--- src/rtl/overlap_tile_transposer_if.sv ---
// Column-in / row-out stream bundle for overlap_tile_transposer.
// The slave modport is the transposer's view; the master modport is its surroundings.
interface overlap_tile_transposer_if #(
    parameter int N         = 6,
    parameter int PIX_WIDTH = 8,
    parameter int OUT_WIDTH = 8
);
    logic                   en_i;
    logic                   valid_i;
    logic [PIX_WIDTH*N-1:0] column_i;
    logic                   ready_o;
    logic                   valid_o;
    logic                   ready_i;
    logic [OUT_WIDTH*N-1:0] row_o;
    logic                   last_o;

    modport master (
        output en_i, valid_i, column_i, ready_i,
        input  ready_o, valid_o, row_o, last_o
    );

    modport slave (
        input  en_i, valid_i, column_i, ready_i,
        output ready_o, valid_o, row_o, last_o
    );
endinterface

--- src/rtl/overlap_tile_transposer.sv ---
// Gathers N overlapped columns into a ping-pong N x N tile and re-emits it row by row.
// Define OVERLAP_TILE_SATURATE_EN to clamp pixels on narrowing instead of truncating.
module overlap_tile_transposer #(
    parameter int N         = 6,
    parameter int PIX_WIDTH = 8,
    parameter int OUT_WIDTH = 8
) (
    input  logic                      clk_i,
    input  logic                      rst_i,
    overlap_tile_transposer_if.slave  bus
);
    localparam int             CW       = (N > 1) ? $clog2(N) : 1;
    localparam logic [CW-1:0]  LAST_IDX = CW'(N - 1);

    if (OUT_WIDTH > PIX_WIDTH) begin : g_width_check
        $error("overlap_tile_transposer: OUT_WIDTH must not exceed PIX_WIDTH");
    end

    function automatic logic [OUT_WIDTH-1:0] narrow(input logic [PIX_WIDTH-1:0] x);
`ifdef OVERLAP_TILE_SATURATE_EN
        if ((x >> OUT_WIDTH) != '0) begin
            return '1;
        end
        return x[OUT_WIDTH-1:0];
`else
        return x[OUT_WIDTH-1:0];
`endif
    endfunction

    logic [1:0]           full_q, full_d;
    logic                 wr_bank_q, wr_bank_d;
    logic                 rd_bank_q, rd_bank_d;
    logic [CW-1:0]        wr_col_q, wr_col_d;
    logic [CW-1:0]        rd_row_q, rd_row_d;
    logic [PIX_WIDTH-1:0] mem_q [2][N][N];
    logic [PIX_WIDTH-1:0] col_w [N];
    logic                 accept;
    logic                 handshake;
    logic                 valid_w;

    for (genvar gi = 0; gi < N; gi++) begin : g_unpack
        assign col_w[gi] = bus.column_i[gi*PIX_WIDTH +: PIX_WIDTH];
    end

    // ready_o depends on flops only, so upstream never sees a path from ready_i.
    assign bus.ready_o = ~full_q[wr_bank_q];
    assign accept      = bus.en_i & bus.valid_i & ~full_q[wr_bank_q];
    assign valid_w     = full_q[rd_bank_q];
    assign handshake   = valid_w & bus.ready_i;
    assign bus.valid_o = valid_w;
    assign bus.last_o  = valid_w & (rd_row_q == LAST_IDX);

    always_comb begin
        full_d    = full_q;
        wr_bank_d = wr_bank_q;
        wr_col_d  = wr_col_q;
        rd_bank_d = rd_bank_q;
        rd_row_d  = rd_row_q;
        // A bank cannot be filled and drained on the same edge: accept needs it empty,
        // a handshake needs it full. So both updates to full_d are independent.
        if (accept) begin
            if (wr_col_q == LAST_IDX) begin
                wr_col_d          = '0;
                full_d[wr_bank_q] = 1'b1;
                wr_bank_d         = ~wr_bank_q;
            end else begin
                wr_col_d = wr_col_q + 1'b1;
            end
        end
        if (handshake) begin
            if (rd_row_q == LAST_IDX) begin
                rd_row_d          = '0;
                full_d[rd_bank_q] = 1'b0;
                rd_bank_d         = ~rd_bank_q;
            end else begin
                rd_row_d = rd_row_q + 1'b1;
            end
        end
    end

    always_ff @(posedge clk_i or negedge rst_i) begin
        if (!rst_i) begin
            full_q    <= '0;
            wr_bank_q <= 1'b0;
            rd_bank_q <= 1'b0;
            wr_col_q  <= '0;
            rd_row_q  <= '0;
        end else begin
            full_q    <= full_d;
            wr_bank_q <= wr_bank_d;
            rd_bank_q <= rd_bank_d;
            wr_col_q  <= wr_col_d;
            rd_row_q  <= rd_row_d;
        end
    end

    // Tile storage needs no reset: the full flags hide anything stale.
    always_ff @(posedge clk_i) begin
        if (accept) begin
            mem_q[wr_bank_q][wr_col_q] <= col_w;
        end
    end

    for (genvar gi = 0; gi < N; gi++) begin : g_row
        assign bus.row_o[gi*OUT_WIDTH +: OUT_WIDTH] =
            valid_w ? narrow(mem_q[rd_bank_q][gi][rd_row_q]) : '0;
    end
endmodule

--- src/flat_wrapper.sv ---
// flat-port wrapper written by rule: the top's interface ports become plain ports
module overlap_tile_transposer_flat 
#(
    parameter int N         = 6,
    parameter int PIX_WIDTH = 8,
    parameter int OUT_WIDTH = 8
)
  (clk_i, rst_i, bus_en_i, bus_valid_i, bus_column_i, bus_ready_i, bus_ready_o, bus_valid_o, bus_row_o, bus_last_o);
  overlap_tile_transposer_if #(.N(N), .PIX_WIDTH(PIX_WIDTH), .OUT_WIDTH(OUT_WIDTH)) bus_i ();
  input  logic clk_i;
  input  logic rst_i;
  input wire logic [$bits(bus_i.en_i)-1:0] bus_en_i;
  input wire logic [$bits(bus_i.valid_i)-1:0] bus_valid_i;
  input wire logic [$bits(bus_i.column_i)-1:0] bus_column_i;
  input wire logic [$bits(bus_i.ready_i)-1:0] bus_ready_i;
  output wire logic [$bits(bus_i.ready_o)-1:0] bus_ready_o;
  output wire logic [$bits(bus_i.valid_o)-1:0] bus_valid_o;
  output wire logic [$bits(bus_i.row_o)-1:0] bus_row_o;
  output wire logic [$bits(bus_i.last_o)-1:0] bus_last_o;
  assign bus_i.en_i = bus_en_i;
  assign bus_i.valid_i = bus_valid_i;
  assign bus_i.column_i = bus_column_i;
  assign bus_i.ready_i = bus_ready_i;
  assign bus_ready_o = bus_i.ready_o;
  assign bus_valid_o = bus_i.valid_o;
  assign bus_row_o = bus_i.row_o;
  assign bus_last_o = bus_i.last_o;
  overlap_tile_transposer #(.N(N), .PIX_WIDTH(PIX_WIDTH), .OUT_WIDTH(OUT_WIDTH)) u_core (.clk_i(clk_i), .rst_i(rst_i), .bus(bus_i));
endmodule
--- config.mk ---
export PLATFORM = sky130hd
export DESIGN_NAME = overlap_tile_transposer_flat
export DESIGN_NICKNAME = d
export VERILOG_FILES = /design/src/rtl/overlap_tile_transposer_if.sv /design/src/rtl/overlap_tile_transposer.sv /design/src/flat_wrapper.sv
export SDC_FILE = /design/constraint.sdc
export NUM_CORES = 1
export LEC_CHECK = 0
export BUFFER_PORTS_ARGS = -buffer_cell sky130_fd_sc_hd__buf_2
export CORE_MARGIN = 4
export CORE_UTILIZATION = 50
export CTS_CLUSTER_SIZE = 14
export DETAILED_ROUTE_END_ITERATION = 8
export PLACE_DENSITY = 0.67
export SYNTH_ARGS = -nofsm -noshare
export SYNTH_HDL_FRONTEND = slang
export SYNTH_SLANG_ARGS = --single-unit
--- constraint.sdc ---
create_clock -name clk_i -period 6.2 [get_ports clk_i]
set_input_delay 0.62 -clock clk_i [delete_from_list [all_inputs] [get_ports clk_i]]
set_output_delay 0.62 -clock clk_i [all_outputs]
set_load 0.005 [all_outputs]
### Word-level counts from Yosys, hierarchy flattened

Memories as Yosys holds them, arrays and structs flattened.
Index checks and enable logic that the tools add are counted.

| operators by class | value |
|---|---|
| equal/unequal tests | 2 |
| mux-type cells | 42 |
| magnitude comparators | 7 |
| reduce and logical (&&, ||, !) cells | 5 |
| add/subtract/negate cells | 2 |
| bitwise operators | 12 |

Operators with widths:

| cell | count |
|---|---|
| $mux W288 | 1 |
| $bmux W8 S3 | 6 |
| $demux W48 S3 | 1 |
| $mux W8 | 18 |
| $mux W48 | 1 |
| $ge A4 B4 Y1 const B | 2 |
| $mux W2 | 4 |
| $not A3 Y4 | 2 |
| $mux W1 | 7 |
| $add A3 B1 Y3 const B | 2 |
| $eq A3 B3 Y1 const B | 2 |
| $mux W3 | 2 |
| $and A1 B1 Y1 | 4 |
| $lt A1 B2 Y1 const B | 2 |
| $lt A4 B1 Y1 const B | 1 |
| $reduce_and A2 Y1 | 2 |
| $logic_and A1 B1 Y1 | 3 |
| $not A1 Y1 | 3 |
| $and A2 B2 Y2 | 1 |
| $demux W1 S1 | 2 |
| $ge A1 B1 Y1 const B | 2 |
| $not A2 Y2 | 1 |
| $or A2 B2 Y2 | 1 |

| storage, ports and cells | value |
|---|---|
| input port bits | 53 |
| bits in registers | 10 |
| RAM bits | 576 |
| memories kept | 1 |
| word-level logic and storage cells | 76 |
| output and inout port bits | 51 |

Memories:

| name | depth | width | read ports | clocked after memory_dff | wr ports | line | source |
|---|---|---|---|---|---|---|---|
| u_core.mem_q | 2 | 288 | 1 | 0 | 1 | overlap_tile_transposer.sv:35 | `logic [PIX_WIDTH-1:0] mem_q [2][N][N];` |

### Longest topological paths before layout

| logic depth | value |
|---|---|
| depth in word-level cells | 10 |
| depth in mapped cells | 7 |
| depth with buffers taken out | 3 |

### Least setup slack after synthesis

OpenSTA, ideal clock, no wires.

| path | value |
|---|---|
| path type | input to register |
| from | input bus_en_i |
| to | memory u_core.mem_q[1][192] (netlist bit), enable pin |
| setup slack | 1.225 ns |
| data required time | 5.687 ns |
| stages on the path | 3 |
| arrival time | 4.462 ns |
| path buffers | 0 |
| setup time | 0.513 ns |
| cell sequence | nand3_1 > or3_1 > nor3_1 |

| on the way | value |
|---|---|
| cells in the longest elaborated chain, start to end | 4 |

Ends and longest elaborated chain:

| element | line | source |
|---|---|---|
| start, declared | flat_wrapper.sv:12 | `input wire logic [$bits(bus_i.en_i)-1:0] bus_en_i;` |
| $and A1 B1 Y1 (2 in a row) | overlap_tile_transposer.sv:47 | `assign accept = bus.en_i & bus.valid_i & ~full_q[wr_bank_q];` |
| $mux W1 | overlap_tile_transposer.sv:99 | `if (accept) begin` |
| $mux W288 (not written as such) | overlap_tile_transposer.sv:100 | `mem_q[wr_bank_q][wr_col_q] <= col_w;` |
| end, declared | overlap_tile_transposer.sv:35 |  |

Every way passes these cells.

### Worst setup path in the final report

| path | value |
|---|---|
| from | register u_core.rd_bank_q |
| to | output bus_row_o[40] |

| on the way | value |
|---|---|
| cells in the longest elaborated chain, start to end | 5 |
| elaborated cells on any way between the ends | 7 |
| those cells by class | 6 x mux; 1 x memory |

Ends and longest elaborated chain:

| element | line | source |
|---|---|---|
| start, declared | overlap_tile_transposer.sv:32 | `logic rd_bank_q, rd_bank_d;` |
| start signal, assigned | overlap_tile_transposer.sv:91 | `rd_bank_q <= rd_bank_d;` |
| $mem_v2 Z2 W288 | -- |  |
| $bmux W8 S3 | overlap_tile_transposer.sv:106 | `valid_w ? narrow(mem_q[rd_bank_q][gi][rd_row_q]) : '0;` |
| $mux W8 (not written as such) (2 in a row) | overlap_tile_transposer.sv:106 |  |
| $mux W8 * | overlap_tile_transposer.sv:106 |  |
| end, declared | flat_wrapper.sv:18 | `output wire logic [$bits(bus_i.row_o)-1:0] bus_row_o;` |

Every way passes the cells marked *; elsewhere a longest branch is shown, timed or not. The select of a mux whose other input is x is not followed.

==> impl_metrics.env <==
export IMPL_drcViolationCount=0
export IMPL_final_nets=1110
export IMPL_p_per_area_nw_per_um2=302
export IMPL_fin_setup_tns_ps=0
export IMPL_fillers=3147
export IMPL_grt_pass1_vias=10227
export IMPL_synth_enable_flop_cells=576
export IMPL_crit_path_end_kind="primary output"
export IMPL_ys_warn_count=0
export IMPL_antenna_found_initial=7
export IMPL_async_flop_share_pct=1.71
export IMPL_yosysTopAreaCellShare_pct=77.8
export IMPL_path_max_fanout=57
export IMPL_ys_seq_area_share_pct=78.9
export IMPL_postCtsHoldBufs=1
export IMPL_fin_crit_sh_pct=70.5
export IMPL_multi_input_area_um2=4450
export IMPL_die_x_um=219
export IMPL_clockBufferDepth=3
export IMPL_firstDrtPassIters=5
export IMPL_max_clock_freq_mhz=229
export IMPL_post_place_ws_ps=2260
export IMPL_post_cts_setup_buffers=0
export IMPL_grt_max_degree=106
export IMPL_synth_area_um2=22200
export IMPL_grt_util_all_layers_pct=19.5
export IMPL_grt_overflow=0
export IMPL_ys_ff_latch=586
export IMPL_critPathKind="flop to primary output"
export IMPL_cts_buffers=55
export IMPL_die_h_um=219
export IMPL_dp_hpwl_um=26300
export IMPL_wl_per_cell_um=27.4
export IMPL_required_ps=5580
export IMPL_cts_root_buffer="clkbuf_16"
export IMPL_maxCapViolCount=0
export IMPL_ant_nets=0
export IMPL_crit_arrival_ps=3750
export IMPL_rows=76
export IMPL_cts_tree="built"
export IMPL_skew_ps=17.7
export IMPL_crit_path_start_kind="flop"
export IMPL_ir_drop_v=0.000214
export IMPL_setup_viol=0
export IMPL_timing_slew_headroom_pct=28.6
export IMPL_grt_pass1_wl_um=69300
export IMPL_p_leak_uw=0.00806
export IMPL_synth_area_leader_cell="edfxtp_1"
export IMPL_avgViaCountPerCell=6.03
export IMPL_drv_slew=0
export IMPL_numClockSinks=586
export IMPL_core_area_um2=43600
export IMPL_report_final_hold_viol_count=0
export IMPL_ys_top_cells_by_area="edfxtp_1, mux4_2, a221o_1"
export IMPL_insertion_delay_ps=570
export IMPL_status="finished, final reports clean"
export IMPL_fin_crit_ps=4370
export IMPL_clk_pin_slew_ps=60
export IMPL_vias=10180
export IMPL_place_congestion=0.758
export IMPL_rsz0062_at_grt="false"
export IMPL_fin_ws_ps=1830
export IMPL_drive_gt1_share_pct=32.3
export IMPL_syn_nets=986
export IMPL_hold_path_class="input pin to flop"
export IMPL_cts_resized=0
export IMPL_avgSynthCellArea_um2=23.8
export IMPL_io_pins=104
export IMPL_tightest_slew_ps=1060
export IMPL_seqCellArea_um2=17600
export IMPL_dieArea_um2=47900
export IMPL_yosys_cell_types_count=40
export IMPL_drt_total_wl_um=46300
export IMPL_cts_max_level=2
export IMPL_syn_to_final_growth_pct=13.0
export IMPL_start_util_pct=51.0
export IMPL_synth_flop_cell="edfxtp_1"
export IMPL_postSynthCellCount=933
export IMPL_drt_iter0_markers=1110
export IMPL_numPortBuffers=103
-- kinds of logic (layout without fill, tap and decap cells) --
family                    after synthesis  in the layout  synth area share, %
DFF                                   586            586                 78.9
xor gates and xnor gates                3              3                0.118
AOI/OAI and AO/OA                      55             55                 2.35
muxes                                 149            149                 14.9
buffers and inverters                  57            225                 1.49
and+or+nand+nor                        83             83                 2.19
other                                   0              1                    0
-- cell usage after synthesis, drive strengths merged (2+ instances only) --
library cell    n
nand3           2
mux2            3
a221o          47
nand2           2
nor2            9
dfrtp          10
buf            26
nand4           2
o21ai           3
clkbuf         28
edfxtp        576
and3           49
nand2b          4
xnor2           2
mux4          144
or3             2
nor3            6
mux2i           2
or2             2
inv             3
-- layout by cell type (no fill, tap or decap), types with 3 or more instances in the layout --
| cell | instances |
|---|---|
| edfxtp_1 | 576 |
| mux4_2 | 139 |
| buf_2 | 103 |
| clkbuf_16 | 57 |
| and3_1 | 49 |
| a221o_1 | 47 |
| clkinv_2 | 15 |
| buf_4 | 15 |
| clkinv_1 | 14 |
| clkbuf_1 | 11 |
| dfrtp_1 | 8 |
| nor2_4 | 7 |
| mux4_1 | 5 |
| nor3_2 | 5 |
| nand2b_1 | 4 |
| inv_1 | 3 |
| bufinv_16 | 3 |
-- cell type report --
| class | count | share of cell area [%] |
|---|---|---|
| multi-input cells | 290 | 17.7 |
| repair buffers | 121 | 2.70 |
| clock buffers | 68 | 5.84 |
| flip-flops and latches | 586 | 69.9 |
| well taps | 585 | 2.91 |
| diodes | 1 | 0.00996 |
| inverters | 3 | 0.0448 |
| clock inverters | 33 | 0.897 |
-- metal layers --
layer | up-vias | global-route usage (%) | wire (um) | part of all wire [%]
met5 | - | 0 | 71 | 0.15
met2 | 303 | 30.8 | 22800 | 49
met4 | 12 | 4.38 | 839 | 1.8
li1 | 4309 | - | - | -
met3 | 66 | 3.93 | 2840 | 6.1
met1 | 5490 | 28.8 | 19700 | 43
-- through the flow --
| stage | hold WS (ps) | power [uW] | utilization (%) | cells | cell area (um^2) |
|---|---|---|---|---|---|
| after global routing | 344 | 7820 | 57.7 | 1687 | 25100 |
| after global placement | 498 | 4500 | 53.8 | 1584 | 23400 |
| after CTS | 317 | 7640 | 57.7 | 1686 | 25100 |
| after floorplan | 324 | 4430 | - | 933 | 22200 |
| final | 340 | 7580 | 57.7 | 1687 | 25100 |
| after detailed placement | 502 | 4510 | 53.8 | 1584 | 23400 |
-- sequential cells by signal, summed over array words and instances (netlist names) --
| name | count |
|---|---|
| u_core.full_q | 2 |
| u_core.mem_q | 576 |
| u_core.rd_bank_q | 1 |
| u_core.rd_row_q | 3 |
| u_core.wr_bank_q | 1 |
| u_core.wr_col_q | 3 |
-- where the power goes --
| part | internal, uW | switching (uW) | total [uW] |
|---|---|---|---|
| combinational | 12.8 | 61.9 | 74.6 |
| sequential | 4350 | 0.375 | 4350 |
| clock | 1800 | 1360 | 3160 |
-- critical path: stages (launching register included) --
cell,delay (ps)
dfrtp_4,1010
mux2_4,660
nor3b_2,480
buf_4,530
a221o_1,340
buf_2,140
-- final timing paths --
check                              startpoint                   end  slack, ps  cells after the start
max in group asynchronous               rst_i    u_core.rd_row_q[0]       5510                      2
setup / recovery             u_core.rd_bank_q         bus_row_o[40]       1830                      5
min in group asynchronous               rst_i      u_core.wr_bank_q        460                      2
hold / removal                    bus_ready_i    u_core.rd_row_q[0]        340                      3
setup reg to reg             u_core.wr_bank_q  u_core.mem_q[1][272]       3200                      4
hold reg to reg            u_core.wr_col_q[0]    u_core.wr_col_q[0]        520                      1
Power figures use the tool's default switching activity.
